==> config.mk <==
export PLATFORM = sky130hd
export DESIGN_NAME = dispatch_buffer
export DESIGN_NICKNAME = d
export VERILOG_FILES = /design/src/rtl/dispatch_buffer_pkg.sv /design/src/rtl/dispatch_fifo.sv /design/src/rtl/dispatch_buffer.sv
export SDC_FILE = /design/constraint.sdc
export NUM_CORES = 1
export LEC_CHECK = 0
export ABC_CLOCK_PERIOD_IN_PS = 4100
export BUFFER_PORTS_ARGS = -buffer_cell sky130_fd_sc_hd__buf_4
export CAP_MARGIN = 20
export CORE_ASPECT_RATIO = 1.25
export CORE_UTILIZATION = 48
export CTS_CLUSTER_SIZE = 14
export DETAILED_ROUTE_END_ITERATION = 6
export PLACE_DENSITY = 0.81
export SETUP_SLACK_MARGIN = 0.05
export SLEW_MARGIN = 20
export SYNTH_ARGS = -nofsm -noshare
export SYNTH_HDL_FRONTEND = slang
export SYNTH_SLANG_ARGS = --single-unit
export TNS_END_PERCENT = 10
==> constraint.sdc <==
create_clock -name clk_i -period 4.1 [get_ports clk_i]
set_clock_uncertainty 0.05 [all_clocks]
set_input_delay 0.205 -clock clk_i [delete_from_list [all_inputs] [get_ports clk_i]]
set_output_delay 0.205 -clock clk_i [all_outputs]
set_load 0.1 [all_outputs]
==> src/rtl/dispatch_buffer_pkg.sv <==
// dispatch_buffer_pkg: shared renamed-op width, channel indices and default sizing.
// Optional feature macro used by the buffer: DISPATCH_BYPASS_EN.
`ifndef RENAMED_OP_SZ
`define RENAMED_OP_SZ 16
`endif

package dispatch_buffer_pkg;
    typedef enum logic [1:0] {
        CH_ALU  = 2'd0,
        CH_MEM  = 2'd1,
        CH_TERM = 2'd2
    } ch_e;

    localparam int DEFAULT_CHANNELS = 3;
    localparam int DEFAULT_DEPTH    = 4;
endpackage

==> src/rtl/dispatch_fifo.sv <==
// dispatch_fifo: one channel's circular op FIFO with registered full-based backpressure.
// DISPATCH_BYPASS_EN lets an empty FIFO forward its input straight to the output.
module dispatch_fifo
    import dispatch_buffer_pkg::*;
#(
    parameter int DEPTH = DEFAULT_DEPTH,
    parameter int OP_W  = 8,
    localparam int CNT_W = $clog2(DEPTH + 1),
    localparam int PW    = $clog2(DEPTH)
) (
    input  logic             clk_i,
    input  logic             rst_ni,
    input  logic             flush_i,
    input  logic [OP_W-1:0]  in_op_i,
    input  logic             in_valid_i,
    output logic             in_ready_o,
    output logic [OP_W-1:0]  out_op_o,
    output logic             out_valid_o,
    input  logic             out_ready_i,
    output logic [CNT_W-1:0] count_o
);
    logic [OP_W-1:0]  mem_q [DEPTH];
    logic [PW-1:0]    rd_q, rd_d, wr_q, wr_d;
    logic [CNT_W-1:0] cnt_q, cnt_d;
    logic             empty, byp, push, pop;

    always_comb begin
        empty = cnt_q == '0;
`ifdef DISPATCH_BYPASS_EN
        byp = empty && !flush_i && in_valid_i;
`else
        byp = 1'b0;
`endif
        in_ready_o  = (cnt_q != CNT_W'(DEPTH)) && !flush_i;
        out_valid_o = (!empty && !flush_i) || byp;
        out_op_o    = byp ? in_op_i : mem_q[rd_q];
        // a bypassed op taken this cycle is never written
        push  = in_valid_i && in_ready_o && !(byp && out_ready_i);
        pop   = out_valid_o && out_ready_i && !byp;
        rd_d  = flush_i ? '0 : rd_q + PW'(pop);
        wr_d  = flush_i ? '0 : wr_q + PW'(push);
        cnt_d = flush_i ? '0 : cnt_q + CNT_W'(push) - CNT_W'(pop);
    end

    always_ff @(posedge clk_i or negedge rst_ni) begin
        if (!rst_ni) begin
            rd_q  <= '0;
            wr_q  <= '0;
            cnt_q <= '0;
        end else begin
            rd_q  <= rd_d;
            wr_q  <= wr_d;
            cnt_q <= cnt_d;
        end
    end

    always_ff @(posedge clk_i) begin
        if (push) mem_q[wr_q] <= in_op_i;
    end

    assign count_o = cnt_q;
endmodule

==> src/rtl/dispatch_buffer.sv <==
// dispatch_buffer: CHANNELS independent dispatch FIFOs between rename and the execution units.
// Build with DISPATCH_BYPASS_EN for zero-latency forwarding through empty channels.
`ifndef RENAMED_OP_SZ
`define RENAMED_OP_SZ 16
`endif

module dispatch_buffer
    import dispatch_buffer_pkg::*;
#(
    parameter int CHANNELS = DEFAULT_CHANNELS,
    parameter int DEPTH    = DEFAULT_DEPTH,
    parameter int OP_W     = `RENAMED_OP_SZ,
    localparam int CNT_W   = $clog2(DEPTH + 1)
) (
    input  logic                      clk_i,
    input  logic                      rst_ni,
    input  logic                      flush_i,
    input  logic [CHANNELS*OP_W-1:0]  in_op_i,
    input  logic [CHANNELS-1:0]       in_valid_i,
    output logic [CHANNELS-1:0]       in_ready_o,
    output logic [CHANNELS*OP_W-1:0]  out_op_o,
    output logic [CHANNELS-1:0]       out_valid_o,
    input  logic [CHANNELS-1:0]       out_ready_i,
    output logic [CHANNELS*CNT_W-1:0] count_o
);
    for (genvar c = 0; c < CHANNELS; c++) begin : g_ch
        dispatch_fifo #(.DEPTH(DEPTH), .OP_W(OP_W)) u_fifo (
            .clk_i       (clk_i),
            .rst_ni      (rst_ni),
            .flush_i     (flush_i),
            .in_op_i     (in_op_i[c*OP_W +: OP_W]),
            .in_valid_i  (in_valid_i[c]),
            .in_ready_o  (in_ready_o[c]),
            .out_op_o    (out_op_o[c*OP_W +: OP_W]),
            .out_valid_o (out_valid_o[c]),
            .out_ready_i (out_ready_i[c]),
            .count_o     (count_o[c*CNT_W +: CNT_W])
        );
    end
endmodule

; ---- Word level (Yosys, flattened, before mapping)
; Memories as Yosys holds them, arrays and structs flattened.
; Index checks and enable logic that the tools add are counted.
[totals]
register_bits = 21
ram_bits = 192
in_bits = 57
output_inout_bits = 63
elab_cells = 61
mem_count = 3
[memory_table]
columns = name, depth, width, read_ports, rd_ports_with_merged_regs, write_ports, line_no
row1 = g_ch[0].u_fifo.mem_q, 4, 16, 1, 0, 1, dispatch_fifo.sv:22  ; logic [OP_W-1:0] mem_q [DEPTH];
row2 = g_ch[1].u_fifo.mem_q, 4, 16, 1, 0, 1, dispatch_fifo.sv:22
row3 = g_ch[2].u_fifo.mem_q, 4, 16, 1, 0, 1, dispatch_fifo.sv:22
[classes]
n_addsub = 12
n_eq_ne = 3
mux = 15
reduce_logical = 19
[ops]
columns = operator, count
row1 = $add A2 B1 Y2, 6
row2 = $logic_and A1 B1 Y1, 12
row3 = $mux W2, 6
row4 = $add A3 B1 Y3, 3
row5 = $logic_not A3 Y1, 3
row6 = $mux W3, 3
row7 = $ne A3 B3 Y1 const B, 3
row8 = $sub A3 B1 Y3, 3
row9 = $mux W1, 6
row10 = $logic_not A1 Y1, 4

; ---- Logic depth before layout (Yosys ltp)
[depth]
ltp_word = 6
ltp_mapped = 10
depth_no_buf = 9

; ---- By module
; A second synthesis with hierarchy kept.
[unflattened]
hier_cells = 372
hier_area_um2 = 8295.5
[by_module_without_submodules]
columns = mod, n_inst, cells_per_inst, area_each_um2, seq_area_each_um2
row1 = dispatch_fifo (g_ch[1].u_fifo ...), 2, 125, 2771.4, 2097.0
row2 = dispatch_fifo (g_ch[0].u_fifo), 1, 122, 2752.6, 2097.0

; ---- Worst setup path before layout
; Ideal clock, no wire load.
[synth_timing]
path_type = reg2reg
startpoint = register g_ch[0].u_fifo.cnt_q[1]
endpoint = memory g_ch[0].u_fifo.mem_q[1][0] (netlist bit) (enable)
setup_ns = 0.436
t_arrival_ns = 3.070
t_required_ns = 3.614
setup_slack_ns = 0.544
stages_incl_launch_ff = 3
path_buffers = 0
period_less_slack_ns = 3.556
path_cell_list = dfrtp_1 -> nor3b_1 -> nor4b_1
[synth_between]
elab_chain_cells = 5
[synth_rtl]
columns = element, line_no
row1 = start: declaration, dispatch_fifo.sv:24  ; logic [CNT_W-1:0] cnt_q, cnt_d;
row2 = start signal: assignment, dispatch_fifo.sv:53  ; cnt_q <= cnt_d;
row3 = $ne A3 B3 Y1, dispatch_fifo.sv:34  ; in_ready_o = (cnt_q != CNT_W'(DEPTH)) && !flush_i;
row4 = $logic_and A1 B1 Y1, dispatch_fifo.sv:34
row5 = $logic_and A1 B1 Y1, dispatch_fifo.sv:38  ; push = in_valid_i && in_ready_o && !(byp && out_ready_i);
row6 = $mux W1, dispatch_fifo.sv:58  ; if (push) mem_q[wr_q] <= in_op_i;
row7 = $mux W1 (not written as such), dispatch_fifo.sv:58
row8 = end: declaration, dispatch_fifo.sv:22
; Every way passes these cells.

; ---- Worst setup path after layout
[layout_timing]
startpoint = register g_ch[2].u_fifo.rd_q[0]
endpoint = output port out_op_o[36]
[layout_between]
elab_chain_cells = 1
[layout_rtl]
columns = element, line_no
row1 = start: declaration, dispatch_fifo.sv:23  ; logic [PW-1:0] rd_q, rd_d, wr_q, wr_d;
row2 = start signal: assignment, dispatch_fifo.sv:51  ; rd_q <= rd_d;
row3 = $mem_v2 Z4 W16, n/a
row4 = end: declaration, dispatch_buffer.sv:21  ; output logic [CHANNELS*OP_W-1:0] out_op_o,
; Every way passes these cells.

==> impl_metrics.env <==
export IMPL_outcome="completed"
export IMPL_cts_tree="done"
export IMPL_ctsHtreeMaxLevel=1
export IMPL_fillCellCount=1146
export IMPL_yosysWarnings=0
export IMPL_report_power_total_uw=6180
export IMPL_crit_path_top_delay_cell="sky130_fd_sc_hd__dfrtp_1"
export IMPL_boundaryPins=120
export IMPL_crit_arrival_ns=2.45
export IMPL_area_delta_synth_final_pct=26.7
export IMPL_top_count_cell_post_synth="sky130_fd_sc_hd__edfxtp_1"
export IMPL_period_share_pct=65.9
export IMPL_syn_inst=374
export IMPL_fin_nets=627
export IMPL_synth_top_cells_by_count="sky130_fd_sc_hd__edfxtp_1, sky130_fd_sc_hd__mux4_2, sky130_fd_sc_hd__dfrtp_1"
export IMPL_grt_ovfl_total=0
export IMPL_hpwl_um=9800
export IMPL_slew_viol_final=0
export IMPL_slew_headroom_pct=31.1
export IMPL_final_setup_worst_slack_ns=1.40
export IMPL_routed_via_count=4153
export IMPL_clock_tree_root_cell="sky130_fd_sc_hd__clkbuf_16"
export IMPL_yosys_area_top_type_share_pct=69.3
export IMPL_grt_max_degree=46
export IMPL_setup_repair_after_global_routing_missed_its_margin="false"
export IMPL_drt_first_iter_violations=300
export IMPL_antenna_diode_count=0
export IMPL_met3_wirelength_um=867
export IMPL_crit_chain="mux4_1 -> buf_4"
export IMPL_setup_worst_path_start_class="register"
export IMPL_yosys_top_cells_area="sky130_fd_sc_hd__edfxtp_1, sky130_fd_sc_hd__mux4_2, sky130_fd_sc_hd__dfrtp_1, sky130_fd_sc_hd__mux4_1, sky130_fd_sc_hd__ha_1"
export IMPL_dr_max_layer_used="met4"
export IMPL_cp_end_kind="output port"
export IMPL_yosysUniqueCellTypes=22
export IMPL_syn_cell_area_mm2=0.00832
export IMPL_num_rows=53
export IMPL_antenna_violations_before_repair=0
export IMPL_worst_path_max_fanout=17
export IMPL_fin_crit_ns=2.70
export IMPL_routed_wire_length_per_instance_um=19.5
export IMPL_drive_gt1_share_pct=35.2
export IMPL_cts_setup_buffers=0
export IMPL_clk_slew_on_worst_s_h_paths_ns=0.06
export IMPL_synthDominantAreaCellType="sky130_fd_sc_hd__edfxtp_1"
export IMPL_fin_tns_setup_ns=0
export IMPL_synth_async_sr_flop_share_pct=9.86
export IMPL_max_cap_violations=0
export IMPL_setup_viol_count_final=0
export IMPL_drcViolationCount=0
export IMPL_detail_route_wirelength_um=15300
export IMPL_dpl_worst_slack_ns=1.76
export IMPL_cts_buffers=21
export IMPL_wl_met1_um=5740
export IMPL_routabilityCongestion=0.771
export IMPL_core_area_mm2=0.0169
export IMPL_met2_length_um=8500
export IMPL_avgViaCountPerCell=5.29
export IMPL_power_leakage_uw=0.00378
export IMPL_die_width_um=120
export IMPL_synth_net_count=446
export IMPL_floorplan_die_height_um=149
export IMPL_critical_path_max_stage_delay_ns=1.01
export IMPL_max_slew_worst_pin_slew_ns=1.03
export IMPL_tritoncts_num_sinks=213
export IMPL_seq_area_frac_synth_pct=75.6
export IMPL_clk_insertion_delay_late_ns=0.48
export IMPL_worst_path_required_time_ns=3.85
export IMPL_synth_enable_flop_cells=192
export IMPL_floorplan_die_area_mm2=0.0179
export IMPL_drt_pass1_iter_count=4
export IMPL_number_of_global_route_vias_before_repair=4522
export IMPL_fin_util_pct=62.3
export IMPL_worst_case_clock_buffer_depth=3
export IMPL_place_port_buffers=119
export IMPL_hold_viol=0
export IMPL_hold_class="in2async"
export IMPL_synth_area_per_cell_um2=22.2
export IMPL_power_ir_vdd_worst_mv=0.487
export IMPL_synthFlopType="sky130_fd_sc_hd__edfxtp_1"
export IMPL_max_clock_freq_ghz=0.370
export IMPL_postRouteAntennaNets=0
export IMPL_critical_path_class="reg2out"
export IMPL_grt_total_usage_pct=17.6
export IMPL_initial_utilization_pct=49.2
export IMPL_ys_seq_elements=213
export IMPL_grt_pass1_wl_um=23900
export IMPL_powerDensity_mw_per_mm2=587
[per-stage QoR]
step / area, um^2 / hold WS [ns] / std cells
detailed placement: 9460 / 0.0674 / 702
floorplan: 8320 / -0.141 / 374
finish: 10500 / 0.118 / 785
CTS: 10500 / 0.0929 / 784
global placement: 9460 / 0.0609 / 702
global route: 10500 / 0.145 / 785
[critical path: cells and delay by family (launching register included)]
family	cells	cell delay, ns
mux	1	0.69
buf+inv	1	0.26
flops	1	1.01
[layout make-up]
cell class	count	area (um^2)	share of cell area [%]
clock buffers	22	529	5.02
multi-input cells	129	1880	17.8
clock inverters	11	50.0	0.475
repair buffers	181	1480	14.0
flip-flops and latches	213	6290	59.7
inverters	9	33.8	0.321
well taps	220	275	2.61
[cell usage in the layout (no fill, tap or decap)]
cell                              n
sky130_fd_sc_hd__clkbuf_1         1
sky130_fd_sc_hd__fa_1             3
sky130_fd_sc_hd__ha_1            12
sky130_fd_sc_hd__nor3_1           3
sky130_fd_sc_hd__nor2_1          18
sky130_fd_sc_hd__nand2_1          3
sky130_fd_sc_hd__clkinv_4         1
sky130_fd_sc_hd__xnor2_1          6
sky130_fd_sc_hd__buf_4          131
sky130_fd_sc_hd__dfrtp_1         21
sky130_fd_sc_hd__nor4b_2          6
sky130_fd_sc_hd__nand2b_1         3
sky130_fd_sc_hd__clkinv_1         7
sky130_fd_sc_hd__clkbuf_16       21
sky130_fd_sc_hd__xnor3_1          3
sky130_fd_sc_hd__mux4_2          30
sky130_fd_sc_hd__mux4_1          18
sky130_fd_sc_hd__nor3b_1          9
sky130_fd_sc_hd__nor2b_1          9
sky130_fd_sc_hd__clkbuf_2         1
sky130_fd_sc_hd__dlygate4sd3_1   49
sky130_fd_sc_hd__inv_1            9
sky130_fd_sc_hd__edfxtp_1       192
sky130_fd_sc_hd__nor4_2           6
sky130_fd_sc_hd__clkinv_2         3
[layer usage]
metal | vias up | global-route usage, %
li1 | 1882 | -
met5 | - | 0
met2 | 103 | 33.4
met3 | 18 | 4.24
met1 | 2150 | 19.9
met4 | 0 | 4.31
[power by group]
part | internal (uW) | switching [uW]
Clock | 923 | 727
Sequential | 2490 | 133
Combinational | 532 | 1380
Total | 3950 | 2240
[path summary, 6_finish.rpt]
| check | from | endpoint | cells after the start | slack, ns |
|---|---|---|---|---|
| setup / recovery | g_ch[2].u_fifo.rd_q[0]$_DFF_PN0_ | out_op_o[36] | 2 | 1.40 |
| hold / removal | rst_ni | g_ch[2].u_fifo.count_o[1]$_DFF_PN0_ | 2 | 0.12 |
| setup reg to reg | g_ch[1].u_fifo.count_o[1]$_DFF_PN0_ | g_ch[1].u_fifo.count_o[1]$_DFF_PN0_ | 6 | 1.76 |
| hold reg to reg | g_ch[0].u_fifo.wr_q[1]$_DFF_PN0_ | g_ch[0].u_fifo.wr_q[1]$_DFF_PN0_ | 2 | 0.51 |
| max in group asynchronous | rst_ni | g_ch[2].u_fifo.rd_q[1]$_DFF_PN0_ | 2 | 3.65 |
| min in group clk_i | flush_i | g_ch[1].u_fifo.count_o[2]$_DFF_PN0_ | 2 | 0.13 |
[sequential cells by signal, summed over array words and instances, names as in the netlist]
signal	cells
g_ch.u_fifo.count_o	9
g_ch.u_fifo.mem_q	192
g_ch.u_fifo.rd_q	6
g_ch.u_fifo.wr_q	6
[what timing repair did]
item                                   CTS  global route
gates resized for setup                  0             0
endpoints found under the hold margin  213             0
hold buffers                            49             0
[logic make-up (layout without fill, tap and decap cells)]
kind of cell | after synthesis | in the layout | share of synthesized area, %
simple gates | 57 | 57 | 3.93
flops | 213 | 213 | 75.6
xor+xnor | 9 | 9 | 1.44
buf+inv | 32 | 223 | 2.68
mux | 48 | 48 | 13.8
fa+ha+maj | 15 | 15 | 2.53
Power figures use the tool's default switching activity.
